## config.mk

```make
export PLATFORM = sky130hd
export DESIGN_NAME = pcs_sync_fsm_p
export DESIGN_NICKNAME = d
export VERILOG_FILES = /design/src/rtl/pcs_sync_pkg.sv /design/src/rtl/pcs_comma_detect.sv /design/src/rtl/pcs_sync_fsm_p.sv
export SDC_FILE = /design/constraint.sdc
export NUM_CORES = 1
export LEC_CHECK = 0
export BUFFER_PORTS_ARGS = -buffer_cell sky130_fd_sc_hd__buf_2
export CORE_AREA = 2 2 55 57
export DETAILED_ROUTE_END_ITERATION = 10
export DIE_AREA = 0 0 57 59
export PLACE_DENSITY = 0.75
export SYNTH_ARGS = -nofsm -noshare
export SYNTH_HDL_FRONTEND = slang
export SYNTH_SLANG_ARGS = --single-unit
```

## constraint.sdc

```tcl
create_clock -name CLK -period 3 [get_ports CLK]
set_clock_uncertainty 0.15 [all_clocks]
set_input_delay 0.6 -clock CLK [delete_from_list [all_inputs] [get_ports CLK]]
set_output_delay 0.6 -clock CLK [all_outputs]
set_load 0.02 [all_outputs]
```

## src/rtl/pcs_sync_pkg.sv

```systemverilog
// pcs_sync_pkg: shared definitions for the 1000BASE-X PCS receive
// synchronization logic.
//   - sync_state_e    : synchronization FSM states
//   - COMMA_P/COMMA_N : 7-bit comma patterns matched on code-group bits a..g
//   - SYNC_LEVEL_NONE : SYNC_LEVEL value reported while not synchronized
package pcs_sync_pkg;

  typedef enum logic [2:0] {
    LOSS_OF_SYNC,
    COMMA_DETECT,
    ACQUIRE_SYNC,
    SYNC_ACQUIRED,
    SYNC_ACQUIRED_A
  } sync_state_e;

  localparam logic [6:0] COMMA_P         = 7'b0011111;
  localparam logic [6:0] COMMA_N         = 7'b1100000;
  localparam logic [2:0] SYNC_LEVEL_NONE = 3'd7;

endpackage

```

## src/rtl/pcs_comma_detect.sv

```systemverilog
// pcs_comma_detect: combinational comma recognizer.
// Ports:
//   cg_hi_i  in  7  code-group bits a..g (PUDI[9:3])
//   comma_o  out 1  1 when the bits match either comma polarity
module pcs_comma_detect
  import pcs_sync_pkg::*;
(
  input  logic [6:0] cg_hi_i,
  output logic       comma_o
);

  assign comma_o = (cg_hi_i == COMMA_P) || (cg_hi_i == COMMA_N);

endmodule

```

## src/rtl/pcs_sync_fsm_p.sv

```systemverilog
// pcs_sync_fsm_p: 1000BASE-X PCS receive code-group synchronization FSM.
// Acquires sync after ACQ_COMMAS even-aligned comma + /D/ pairs, then
// tracks code-group errors through BAD_LEVELS degradation levels with
// good-run recovery.
// Ports:
//   CLK            in  1   clock, rising edge
//   RESET          in  1   asynchronous active-low reset
//   SIGNAL_DETECT  in  1   PMD signal present
//   SIGNAL_CHANGE  in  1   one-cycle pulse on SIGNAL_DETECT change
//   MR_LOOPBACK    in  1   loopback; masks the two signal inputs
//   PUDI           in  10  received code-group, PUDI[9] = bit a
//   PUDI_VALID     in  1   code-group valid with correct disparity
//   PUDI_DATA      in  1   code-group is a /D/
//   CODE_SYNC      out 1   code_sync_status OK
//   RX_EVEN        out 1   parity of the code-group in SUDI
//   SUDI           out 10  PUDI delayed by one clock
//   GOOD_CGS       out 4   good-run counter
//   SYNC_LEVEL     out 3   degradation level, 7 when not synchronized
module pcs_sync_fsm_p
  import pcs_sync_pkg::*;
#(
  parameter int ACQ_COMMAS   = 3,
  parameter int GOOD_CGS_MAX = 3,
  parameter int BAD_LEVELS   = 3
) (
  input  logic       CLK,
  input  logic       RESET,
  input  logic       SIGNAL_DETECT,
  input  logic       SIGNAL_CHANGE,
  input  logic       MR_LOOPBACK,
  input  logic [9:0] PUDI,
  input  logic       PUDI_VALID,
  input  logic       PUDI_DATA,
  output logic       CODE_SYNC,
  output logic       RX_EVEN,
  output logic [9:0] SUDI,
  output logic [3:0] GOOD_CGS,
  output logic [2:0] SYNC_LEVEL
);

  localparam logic [2:0] ACQ_C  = 3'(ACQ_COMMAS);
  localparam logic [2:0] BAD_C  = 3'(BAD_LEVELS);
  localparam logic [3:0] GMAX_C = 4'(GOOD_CGS_MAX);

  sync_state_e state_q, state_d;
  logic [2:0]  cnt_q, cnt_d;
  logic [2:0]  lvl_q, lvl_d;
  logic [3:0]  good_q, good_d;
  logic        rx_even_q, rx_even_d;
  logic        code_sync_q, code_sync_d;
  logic [9:0]  sudi_q, sudi_d;

  logic comma, sig_ok, cgbad, isdata, force_los;

  function automatic logic [3:0] good_inc(input logic [3:0] g);
    return (g >= GMAX_C) ? GMAX_C : g + 4'd1;
  endfunction

  pcs_comma_detect u_comma (
    .cg_hi_i (PUDI[9:3]),
    .comma_o (comma)
  );

  assign sig_ok    = MR_LOOPBACK | SIGNAL_DETECT;
  // A comma is only legal in the even slot; one seen while the previous
  // group was even (RX_EVEN=1) is misaligned and counts as bad.
  assign cgbad     = !PUDI_VALID | (comma & rx_even_q);
  assign isdata    = PUDI_VALID & PUDI_DATA;
  assign force_los = !MR_LOOPBACK & (SIGNAL_CHANGE | !SIGNAL_DETECT);

  always_comb begin
    state_d = state_q;
    cnt_d   = cnt_q;
    lvl_d   = lvl_q;
    good_d  = good_q;

    if (force_los) begin
      state_d = LOSS_OF_SYNC;
    end else begin
      case (state_q)
        LOSS_OF_SYNC: begin
          if (sig_ok && comma) begin
            state_d = COMMA_DETECT;
            cnt_d   = 3'd1;
          end
        end
        COMMA_DETECT: begin
          if (!isdata) begin
            state_d = LOSS_OF_SYNC;
          end else if (cnt_q == ACQ_C) begin
            state_d = SYNC_ACQUIRED;
            lvl_d   = 3'd0;
            good_d  = 4'd0;
          end else begin
            state_d = ACQUIRE_SYNC;
          end
        end
        ACQUIRE_SYNC: begin
          if (cgbad) begin
            state_d = LOSS_OF_SYNC;
          end else if (comma && !rx_even_q) begin
            state_d = COMMA_DETECT;
            cnt_d   = (cnt_q >= ACQ_C) ? ACQ_C : cnt_q + 3'd1;
          end
        end
        SYNC_ACQUIRED, SYNC_ACQUIRED_A: begin
          if (cgbad) begin
            // BAD_C >= 1, so level 0 always degrades to level 1 here.
            if (lvl_q == BAD_C) begin
              state_d = LOSS_OF_SYNC;
            end else begin
              state_d = SYNC_ACQUIRED;
              lvl_d   = lvl_q + 3'd1;
              good_d  = 4'd0;
            end
          end else if (state_q == SYNC_ACQUIRED) begin
            if (lvl_q != 3'd0) begin
              state_d = SYNC_ACQUIRED_A;
              good_d  = 4'd1;
            end
          end else if (good_q == GMAX_C) begin
            state_d = SYNC_ACQUIRED;
            lvl_d   = lvl_q - 3'd1;
            good_d  = 4'd0;
          end else begin
            good_d = good_inc(good_q);
          end
        end
        default: state_d = LOSS_OF_SYNC;
      endcase
    end

    if (state_d == LOSS_OF_SYNC) begin
      cnt_d  = 3'd0;
      good_d = 4'd0;
    end
    if ((state_d != SYNC_ACQUIRED) && (state_d != SYNC_ACQUIRED_A)) begin
      lvl_d = SYNC_LEVEL_NONE;
    end

    // Entering COMMA_DETECT re-anchors parity on the comma just consumed.
    rx_even_d   = (state_d == COMMA_DETECT) ? 1'b1 : !rx_even_q;
    code_sync_d = (state_d == SYNC_ACQUIRED) || (state_d == SYNC_ACQUIRED_A);
    sudi_d      = PUDI;
  end

  always_ff @(posedge CLK or negedge RESET) begin
    if (!RESET) begin
      state_q     <= LOSS_OF_SYNC;
      cnt_q       <= 3'd0;
      lvl_q       <= SYNC_LEVEL_NONE;
      good_q      <= 4'd0;
      rx_even_q   <= 1'b0;
      code_sync_q <= 1'b0;
      sudi_q      <= 10'd0;
    end else begin
      state_q     <= state_d;
      cnt_q       <= cnt_d;
      lvl_q       <= lvl_d;
      good_q      <= good_d;
      rx_even_q   <= rx_even_d;
      code_sync_q <= code_sync_d;
      sudi_q      <= sudi_d;
    end
  end

  assign CODE_SYNC  = code_sync_q;
  assign RX_EVEN    = rx_even_q;
  assign SUDI       = sudi_q;
  assign GOOD_CGS   = good_q;
  assign SYNC_LEVEL = lvl_q;

endmodule

```

==> results_dict.tcl <==
set metrics [dict create \
    run_status "completed" \
    finalHoldViolCount 0 \
    fp.coreArea_um2 2710 \
    critical_path.reg2reg.endpoint "GOOD_CGS[0]$_DFFE_PN0P_" \
    clock_latency_ns 0.32 \
    syn-cell-area_um2 1350 \
    measured_slew_at_the_worst_slew_check_pin_ns 0.540 \
    total_die_area_um2 3360 \
    final_util_pct 58.3 \
    rsz0062_at_grt "false" \
    grt_start_max_net_pins 26 \
    post-synth-top-area-cell "sky130_fd_sc_hd__dfrtp_1" \
    maxSlewHeadroom_pct 64.0 \
    clkSlewWorstSetupHoldPaths_ns 0.13 \
    syn-num-nets 156 \
    reg2reg_setup_slack_ns 0.42 \
    finalWirelength_um 2970 \
    clk_path_buf_depth 2 \
    grt_total_usage_pct 18.5 \
    clk_root_buffer_cell "sky130_fd_sc_hd__clkbuf_4" \
    fmax_ghz 0.388 \
    synth-edff-count 0 \
    via_count_of_the_first_global_routing_pass 1155 \
    yosysTopAreaCellShare_pct 40.7 \
    syn_inst 135 \
    peakVddDrop_uv 243 \
    worst_setup_path_start_kind "flip-flop" \
    r2r.worst_path.cells 7 \
    clock_sinks 25 \
    synthesis.area_per_instance_um2 10.0 \
    diode_insertion_count_for_antenna_repair 0 \
    final_min_period_over_clock_period_pct 85.9 \
    drc 0 \
    vias_per_cell 5.81 \
    floorplan.io_pins 36 \
    synthFlopType "sky130_fd_sc_hd__dfrtp_1" \
    worst-endpoint-required_ns 3.09 \
    maxCapViolations 0 \
    nets 194 \
    grt_overflow 0 \
    synthesis.yosys.warnings 0 \
    share_of_post_route_cells_with_drive_strength_above_1_pct 27.3 \
    die_h_um 59 \
    setup_viol 0 \
    ys_ff_latch 25 \
    dp_hpwl_um 2240 \
    rows 19 \
    synth_cell_types 49 \
    synth.area.top_cells "sky130_fd_sc_hd__dfrtp_1 (41%), sky130_fd_sc_hd__dfstp_2 (5.8%), sky130_fd_sc_hd__nand2_1 (3.6%)" \
    vias 1180 \
    crit_end_element "flip-flop" \
    cts-hold-fix-buffers 0 \
    critPathKind "flip-flop to flip-flop" \
    worstReg2RegStart "RX_EVEN$_DFF_PN0_" \
    cts_tree "built" \
    port_buffers 35 \
    arrival_ns 2.67 \
    layout_stage_area_growth_over_the_synthesis_result_pct 16.6 \
    timing.hold.worst.class "input pin to asynchronous set/reset pin" \
    cellPowerDensity_nw_per_um2 367 \
    post_cts_resize_count 0 \
    dr.first_iter.drc_count 51 \
    crit_start "RX_EVEN$_DFF_PN0_" \
    detail_route.wl_per_cell_um 14.6 \
    cp_max_fo 10 \
    cts_setup_buffers 0 \
    route.antenna.remaining_nets 0 \
    floorplan_die_width_um 57 \
    cts.htree.levels 1 \
    place.gp.congestion 0.854 \
    antenna_found_initial 0 \
    leakagePower_nw 0.695 \
    worstSetupEndpoint "GOOD_CGS[0]$_DFFE_PN0P_" \
    total_negative_setup_slack_ns 0 \
    wire_length_of_the_first_global_routing_pass_um 4870 \
    drt_first_pass_iters 4 \
    cts-buffers-inserted 3 \
    synth.yosys.seq_area_share_pct 46.5 \
    async_reset_ff_share_pct 100 \
    initial_utilization_pct 50.0 \
    fin_crit_ns 2.58 \
    final-max-slew-violation-count 0 \
]
power by group:
group          internal [mW]  switching, mW  total, mW
combinational         0.0276         0.0472     0.0748
sequential             0.347        0.00675      0.354
clock                 0.0520         0.0983      0.150
total                  0.427          0.152      0.579
Yosys cell counts (2+ instances only):
| library cell | instances |
|---|---|
| sky130_fd_sc_hd__dfrtp_1 | 22 |
| sky130_fd_sc_hd__nand2_1 | 13 |
| sky130_fd_sc_hd__inv_1 | 12 |
| sky130_fd_sc_hd__nor2_1 | 11 |
| sky130_fd_sc_hd__nand3_1 | 5 |
| sky130_fd_sc_hd__o21ai_0 | 5 |
| sky130_fd_sc_hd__a21oi_1 | 4 |
| sky130_fd_sc_hd__a211oi_1 | 3 |
| sky130_fd_sc_hd__dfstp_2 | 3 |
| sky130_fd_sc_hd__ha_1 | 3 |
| sky130_fd_sc_hd__mux2i_1 | 3 |
| sky130_fd_sc_hd__nand2b_1 | 3 |
| sky130_fd_sc_hd__a31oi_1 | 2 |
| sky130_fd_sc_hd__and2_1 | 2 |
| sky130_fd_sc_hd__and3_1 | 2 |
| sky130_fd_sc_hd__nand3b_1 | 2 |
| sky130_fd_sc_hd__nand4_1 | 2 |
| sky130_fd_sc_hd__nand4bb_1 | 2 |
| sky130_fd_sc_hd__nor3_1 | 2 |
| sky130_fd_sc_hd__nor3b_1 | 2 |
| sky130_fd_sc_hd__o2111ai_1 | 2 |
| sky130_fd_sc_hd__o211ai_1 | 2 |
| sky130_fd_sc_hd__or3_1 | 2 |
cell families (layout without fill, tap and decap cells):
| kind of cell | after synthesis | after routing | synth area share (%) |
|---|---|---|---|
| AOI/OAI and AO/OA | 33 | 33 | 19.4 |
| xor gates and xnor gates | 1 | 1 | 0.647 |
| adders and majority gates | 4 | 4 | 4.25 |
| buffers and inverters | 15 | 52 | 4.71 |
| DFF | 25 | 25 | 46.5 |
| muxes | 3 | 3 | 2.22 |
| and+or+nand+nor | 54 | 54 | 22.3 |
per-stage QoR:
step	total power, mW	instance area, um2	setup WS [ns]	instances	hold WS, ns
after floorplan	0.401	1350	0.515	135	0.154
final	0.579	1580	0.424	203	0.0928
after global routing	0.607	1580	0.244	203	0.124
after CTS	0.585	1580	0.429	203	0.104
after global placement	0.434	1550	0.219	199	0.340
after detailed placement	0.436	1550	0.161	199	0.349
worst max-delay path: stages (launching register included):
cell and delay (ns):
sky130_fd_sc_hd__dfrtp_1 0.44, sky130_fd_sc_hd__or4b_1 0.21, sky130_fd_sc_hd__o221a_1 0.45, sky130_fd_sc_hd__clkinv_1 0.24
sky130_fd_sc_hd__a2111o_1 0.51, sky130_fd_sc_hd__o21ai_0 0.14, sky130_fd_sc_hd__o211ai_1 0.14, sky130_fd_sc_hd__a221oi_2 0.22
worst min path at each step:
stage | endpoint | from | cells past startpoint
3_5_place_dp | SYNC_LEVEL[0]$_DFFE_PN1P_ | SYNC_LEVEL[0]$_DFFE_PN1P_ | 2
2_1_floorplan | CODE_SYNC$_DFF_PN0_ | RESET | 0
4_1_cts | SUDI[2]$_DFF_PN0_ | RESET | 1
5_1_grt | SUDI[2]$_DFF_PN0_ | RESET | 1
6_report | SUDI[2]$_DFF_PN0_ | RESET | 1
3_3_place_gp | SYNC_LEVEL[0]$_DFFE_PN1P_ | SYNC_LEVEL[0]$_DFFE_PN1P_ | 2
final cells by class:
cell class	instances	area, um2
sequential	25	629
multi-input combinational	95	661
clock buffer	4	26.3
inverter	13	48.8
fill	233	1130
tap	31	38.8
timing repair buffer	35	175
metal layers:
metal	track usage, %	share of wire (%)
met1	24.5	44
met2	30.0	46
met3	3.06	6.9
met5	0	0
met4	8.31	2.3
registers in the layout, summed over array words and instances (netlist names):
signal	count
RX_EVEN	1
CODE_SYNC	1
cnt_q	3
state_q	3
SUDI	10
SYNC_LEVEL	3
GOOD_CGS	4
placed cells by master, fill, tap and decap left out, drive strengths merged, types with 3 or more instances in the layout:
cell    instances
nor2           11
buf            35
o21ai           6
nand3           5
dfrtp          22
inv            12
nand2          13
a21oi           5
a211oi          3
dfstp           3
mux2i           3
ha              3
clkbuf          4
nand2b          3
Note: power is estimated with default switching activity, not from simulation.
